--- src/rtl/mem_arb_pkg.sv ---
// mem_arb_pkg: shared types for the IF/MEM unified memory port arbiter.
package mem_arb_pkg;

   localparam int LAT_CNT_W = 4;

   typedef enum logic {
      ARB_IDLE,
      ARB_BUSY
   } arb_state_t;

   typedef enum logic {
      OWN_IF,
      OWN_MEM
   } arb_owner_t;

   function automatic logic [LAT_CNT_W-1:0] lat_load(input int lat);
      return LAT_CNT_W'(lat);
   endfunction

endpackage

--- src/rtl/mem_port_arbiter_starve.sv ---
// arb_starve_ctr: saturating count of MEM grants made while IF waits.
// Used by mem_port_arbiter only when MEM_ARB_STARVE_GUARD_EN is defined.
module arb_starve_ctr
   import mem_arb_pkg::*;
#(
   parameter int STARVE_MAX = 4
) (
   input  logic clk,
   input  logic reset,
   input  logic grant_if,
   input  logic grant_mem,
   input  logic if_pending,
   output logic force_if
);

   localparam int CW = (STARVE_MAX < 1) ? 1 : $clog2(STARVE_MAX + 1);
   localparam logic [CW-1:0] LIM = CW'(STARVE_MAX);

   logic [CW-1:0] cnt;

   always_ff @(posedge clk) begin
      if (!reset) begin
         cnt <= '0;
      end else if (grant_if) begin
         cnt <= '0;
      end else if (grant_mem && if_pending && cnt != LIM) begin
         cnt <= cnt + CW'(1);
      end
   end

   assign force_if = (cnt == LIM);

endmodule

--- src/rtl/mem_port_arbiter.sv ---
// mem_port_arbiter: shares one single-ported memory between IF and MEM.
// Define MEM_ARB_STARVE_GUARD_EN to bound how long MEM may starve IF.
module mem_port_arbiter
   import mem_arb_pkg::*;
#(
   parameter int ADDR_W     = 32,
   parameter int DATA_W     = 32,
   parameter int MEM_LAT    = 2,
   parameter int STARVE_MAX = 4
) (
   input  logic                clk,
   input  logic                reset,
   input  logic                if_req,
   input  logic [ADDR_W-1:0]   if_addr,
   output logic [DATA_W-1:0]   if_rdata,
   output logic                if_valid,
   output logic                if_stall,
   input  logic                mem_req,
   input  logic                mem_we,
   input  logic [ADDR_W-1:0]   mem_addr,
   input  logic [DATA_W-1:0]   mem_wdata,
   input  logic [DATA_W/8-1:0] mem_be,
   output logic [DATA_W-1:0]   mem_rdata,
   output logic                mem_valid,
   output logic                mem_stall,
   output logic                m_req,
   output logic                m_we,
   output logic [ADDR_W-1:0]   m_addr,
   output logic [DATA_W-1:0]   m_wdata,
   output logic [DATA_W/8-1:0] m_be,
   input  logic [DATA_W-1:0]   m_rdata,
   output logic                busy
);

   localparam logic [LAT_CNT_W-1:0] LAT = lat_load(MEM_LAT);
   localparam logic [LAT_CNT_W-1:0] ONE = LAT_CNT_W'(1);

   arb_state_t           state, state_nx;
   arb_owner_t           owner, owner_nx;
   logic [LAT_CNT_W-1:0] cnt, cnt_nx;
   logic                 cancel, cancel_nx;

   logic if_q, mem_q;
   logic pick_if, pick_mem;
   logic grant_if, grant_mem;
   logic force_if;
   logic own_req, done, deliver;

   // Holding reset low masks requests, so every output collapses to 0.
   assign if_q  = if_req & reset;
   assign mem_q = mem_req & reset;

`ifdef MEM_ARB_STARVE_GUARD_EN
   arb_starve_ctr #(
      .STARVE_MAX (STARVE_MAX)
   ) u_starve (
      .clk        (clk),
      .reset      (reset),
      .grant_if   (grant_if),
      .grant_mem  (grant_mem),
      .if_pending (if_q),
      .force_if   (force_if)
   );
`else
   // Strict MEM priority; only a nonsensical STARVE_MAX flips this.
   assign force_if = (STARVE_MAX < 1);
`endif

   assign pick_if  = if_q & (force_if | ~mem_q);
   assign pick_mem = mem_q & ~pick_if;

   assign own_req = (owner == OWN_MEM) ? mem_q : if_q;

   always_comb begin
      state_nx  = state;
      owner_nx  = owner;
      cnt_nx    = cnt;
      cancel_nx = cancel;
      grant_if  = 1'b0;
      grant_mem = 1'b0;
      done      = 1'b0;
      unique case (state)
         ARB_IDLE: begin
            unique case (1'b1)
               pick_mem: begin
                  grant_mem = 1'b1;
                  owner_nx  = OWN_MEM;
               end
               pick_if: begin
                  grant_if = 1'b1;
                  owner_nx = OWN_IF;
               end
               default: ;
            endcase
            if (grant_if | grant_mem) begin
               state_nx  = ARB_BUSY;
               cnt_nx    = LAT;
               cancel_nx = 1'b0;
            end
         end
         ARB_BUSY: begin
            cnt_nx = cnt - ONE;
            if (!own_req) begin
               cancel_nx = 1'b1;
            end
            if (cnt == ONE) begin
               done     = 1'b1;
               state_nx = ARB_IDLE;
            end
         end
         default: ;
      endcase
   end

   always_ff @(posedge clk) begin
      if (!reset) begin
         state  <= ARB_IDLE;
         owner  <= OWN_IF;
         cnt    <= '0;
         cancel <= 1'b0;
      end else begin
         state  <= state_nx;
         owner  <= owner_nx;
         cnt    <= cnt_nx;
         cancel <= cancel_nx;
      end
   end

   // A withdrawn owner still lets the access drain; only the reply is dropped.
   assign deliver = done & ~cancel & own_req;

   assign if_valid  = deliver & (owner == OWN_IF);
   assign mem_valid = deliver & (owner == OWN_MEM);
   assign if_rdata  = if_valid ? m_rdata : '0;
   assign mem_rdata = mem_valid ? m_rdata : '0;
   assign if_stall  = if_q & ~if_valid;
   assign mem_stall = mem_q & ~mem_valid;

   assign m_req   = grant_if | grant_mem;
   assign m_we    = grant_mem & mem_we;
   assign m_addr  = grant_mem ? mem_addr :
                    grant_if  ? if_addr  : '0;
   assign m_wdata = grant_mem ? mem_wdata : '0;
   assign m_be    = grant_mem ? mem_be : '0;

   assign busy = reset & (state == ARB_BUSY);

endmodule

--- config.mk ---
export PLATFORM = sky130hd
export DESIGN_NAME = mem_port_arbiter
export DESIGN_NICKNAME = d
export VERILOG_FILES = /design/src/rtl/mem_arb_pkg.sv /design/src/rtl/mem_port_arbiter_starve.sv /design/src/rtl/mem_port_arbiter.sv
export SDC_FILE = /design/constraint.sdc
export NUM_CORES = 1
export LEC_CHECK = 0
export ABC_CLOCK_PERIOD_IN_PS = 2800
export BUFFER_PORTS_ARGS = -buffer_cell sky130_fd_sc_hd__buf_2
export CORE_AREA = 2 2 106 108
export DETAILED_ROUTE_END_ITERATION = 10
export DIE_AREA = 0 0 108 110
export GPL_TIMING_DRIVEN = 0
export PLACE_DENSITY = 0.46
export SYNTH_ARGS = -nofsm -noshare
export SYNTH_HDL_FRONTEND = slang
export SYNTH_SLANG_ARGS = --single-unit
--- constraint.sdc ---
create_clock -name clk -period 2.8 [get_ports clk]
set_clock_uncertainty 0.2 [all_clocks]
set_input_delay 0.28 -clock clk [delete_from_list [all_inputs] [get_ports clk]]
set_output_delay 0.28 -clock clk [all_outputs]
set_load 0.01 [all_outputs]
==> summary.md <==
| Metric | Value |
|---|---|
| Clock sinks | 7 |
| CP Cell Sequence | ha_1 -> nand4bb_4 -> nor4_4 -> buf_6 -> and2_1 -> buf_2 |
| Initial core utilization | 13.54% |
| Post-synthesis sequential area ratio | 9.672% |
| Layout area overhead | 110.4% |
| Yosys reg bits | 7 |
| CTS max path bufs | 2 |
| Final setup viols | 0 |
| Status | finished, final reports clean |
| Worst Setup EP | if_rdata[26] |
| Post-cts sizing count | 0 |
| Drt initial violations | 89 |
| Worst reg2reg path depth | 3 |
| Mean Syn Cell Area | 7.281 um^2 |
| Clk Latency, worst-skew pair | 0.23 ns |
| Share of the synthesized area in the top cell type | 44.04% |
| DPL Wire Length | 7.570 mm |
| Root buf cell | clkbuf_8 |
| Post-synth top flop | dfxtp_1 |
| Min Tclk post-route | 2.364 ns |
| Final Worst Setup Slack | 0.4363 ns |
| GR peak layer | met2 |
| DRT Pass-1 Iters | 4 |
| Worst R2R Start | state$_SDFF_PN0_ |
| F_max | 0.4231 GHz |
| CP arrival | 1.88 ns |
| Total track usage | 11.86% |
| Total of max-cap violations | 0 |
| CP max stage cell | nor4_4 |
| Post-CTS setup buffers | 0 |
| EDFF count, synth | 0 |
| Hold Crit Start | reset |
| Grt met2 use | 20.89% |
| Mapped Area | 1449 um^2 |
| Multi-input combinational cell area | 1185 um^2 |
| CP Depth | 6 |
| CP startpoint kind | flip-flop |
| Post-synth top cells | 102 x and2_1, 32 x a22o_1, 7 x dfxtp_1 |
| Met1 Track Usage GR | 16.08% |
| I/O pins | 276 |
| Final ANT Viol Nets | 0 |
| Critical setup path kind | flip-flop to output port |
| Final core area utilization | 28.49% |
| Initial antenna violation count | 1 |
| Vias in the first global route | 2106 |
| Maximum number of pins on one net before global-route repair | 11 |
| Worst-Margin Slew | 0.4922 ns |
| Worst Path Required | 2.32 ns |
| Final hold vios | 0 |
| Post-route insts no fill | 619 |
| PD cells | 177.5 nW/um^2 |
| R2r setup slk | 1.40 ns |
| Routability cong. | 0.7932 |
| Final WL | 8.558 mm |
| Register area | 140.1 um^2 |
| Filler cell count | 1198 |
| Mapped Cells | 199 |
| Worst Path Max Fanout | 10 |
| Leak | 1.949 nW |
| Crit. End Element | output port |
| Row cnt | 38 |
| Chip height | 110 um |
| Vias post-DR | 2434 |
| Grt ovf | 0 |
| Most common cell in the netlist | and2_1 |
| CP max stage delay | 0.40 ns |
| Share of layout cells above drive strength 1 | 62.13% |
| Die Span X | 108 um |
| Final slew viol count | 0 |
| Number of CTS-inserted buffers | 3 |
| Period utilization | 84.42% |
| Pre-CTS setup slack | 0.6326 ns |
| Die ar. | 11880 um^2 |
| Tot Pwr | 541.1 uW |
| Largest cells by area after synthesis | and2_1 44%, a22o_1 19%, dfxtp_1 9.7%, buf_6 2.3%, buf_2 2.1% |
| H-tree levels | 1 |
| Total negative slack | 0 ns |
| Worst R2R End | cnt[2]$_SDFFE_PN0P_ |
| Residual DRC count | 0 |
| Net Count, Synth | 338 |
| Post-synth top area cell | and2_1 |
| Worst Setup SP | cnt[0]$_SDFFE_PN0P_ |
| Vias per cell | 3.932 |
| Kind of cell adding the most delay to the critical path | simple AND/OR/NAND/NOR gates |
| I/O Buffers | 275 |
| Worst Hold Depth | 2 |
| Routed WL per cell | 13.83 um |
| TritonCTS clock tree | done |
| Relative slew slack | 66.94% |
| Met3 usage | 1.117% |
| Syn. warnings | 0 |
| Distinct cells, synth | 30 |
| Worst hold-check path type | primary input to flip-flop |
| Maximum vdd drop | 0.0001802 V |
| Post-Place Cells | 614 |
| Final nets | 618 |
| Cts hold-fix bufs | 0 |
| Worst path bufs/invs | 2 |
| Core area | 10700 um^2 |
| Clock transition at path regs | 0.04 ns |
| Unrepaired setup endpoints after global routing | no |
| Ys async rst share | 0% |
| Global-route wire length before repair | 11.16 mm |
-- worst min path at each step --
stage	slack, ns	to
2_1_floorplan	0.23	state$_SDFF_PN0_
3_3_place_gp	0.31	cnt[3]$_SDFFE_PN0P_
3_5_place_dp	0.32	cnt[3]$_SDFFE_PN0P_
4_1_cts	0.15	state$_SDFF_PN0_
5_1_grt	0.18	state$_SDFF_PN0_
6_report	0.15	state$_SDFF_PN0_
-- where the power goes --
group,internal (mW),switching [mW]
clock network,0.0987,0.0462
registers,0.109,0.00960
logic,0.149,0.129
total,0.357,0.184
-- per-stage QoR --
step	cell area [um^2]	hold WS [ns]
2_1_floorplan	1449	0.2259
3_3_place_gp	3000	0.3097
3_5_place_dp	3000	0.3150
4_1_cts	3045	0.1537
5_1_grt	3045	0.1760
6_report	3048	0.1525
-- layout by cell type (no fill, tap or decap) --
master,netlist,layout
clkbuf_8,0,3
nor3_4,1,1
nand3_1,1,1
ha_1,2,2
nor2_1,4,4
nor3_2,1,1
a221oi_1,1,1
o21ai_0,3,3
nor4_4,1,1
nor4_1,1,1
and2_1,102,102
inv_1,4,4
nor2_2,1,1
buf_2,6,281
a22o_1,32,32
nand2_1,4,4
nor3_1,1,1
clkbuf_1,4,5
nand4bb_4,1,1
a21oi_1,5,5
clkbuf_2,3,3
nand3b_1,2,2
o211ai_1,1,1
buf_6,3,3
or3_1,1,1
diode_2,0,1
o31a_1,1,1
and3_1,1,1
dfxtp_1,7,7
a311oi_1,1,1
nand2b_1,2,2
buf_4,2,2
-- cell type report --
class / count / area share [%]
antenna: 1 / 0.08210
sequential: 7 / 4.598
clock buffer: 4 / 1.478
tap: 140 / 5.747
buffer: 18 / 3.571
inverter: 4 / 0.4926
timing repair buffer: 275 / 45.16
multi-input combinational: 170 / 38.88
-- sequential cells by signal (all words and copies together) (netlist names) --
register	cells
owner	1
cancel	1
cnt	4
state	1
-- routing by layer --
layer | vias to the layer above | wire length [um]
li1 | 1233 | -
met1 | 1086 | 3632
met2 | 108 | 4291
met3 | 7 | 588
met4 | 0 | 44
met5 | - | 0
-- worst reg2reg max path, cell delays in order (launching register included) --
cell and delay [ns]:
dfxtp_1 0.29, buf_4 0.16, or3_1 0.40, a311oi_1 0.25
-- logic make-up (layout without fill, tap and decap cells) --
group / Yosys count / in the layout / synth area share [%]
and+or+nand+nor: 124 / 124 / 55.61
AOI/OAI and AO/OA: 44 / 44 / 24.44
buffers and inverters: 22 / 301 / 8.548
DFF: 7 / 7 / 9.672
adders and majority gates: 2 / 2 / 1.727
other: 0 / 1 / 0
Power figures use the tool's default switching activity.
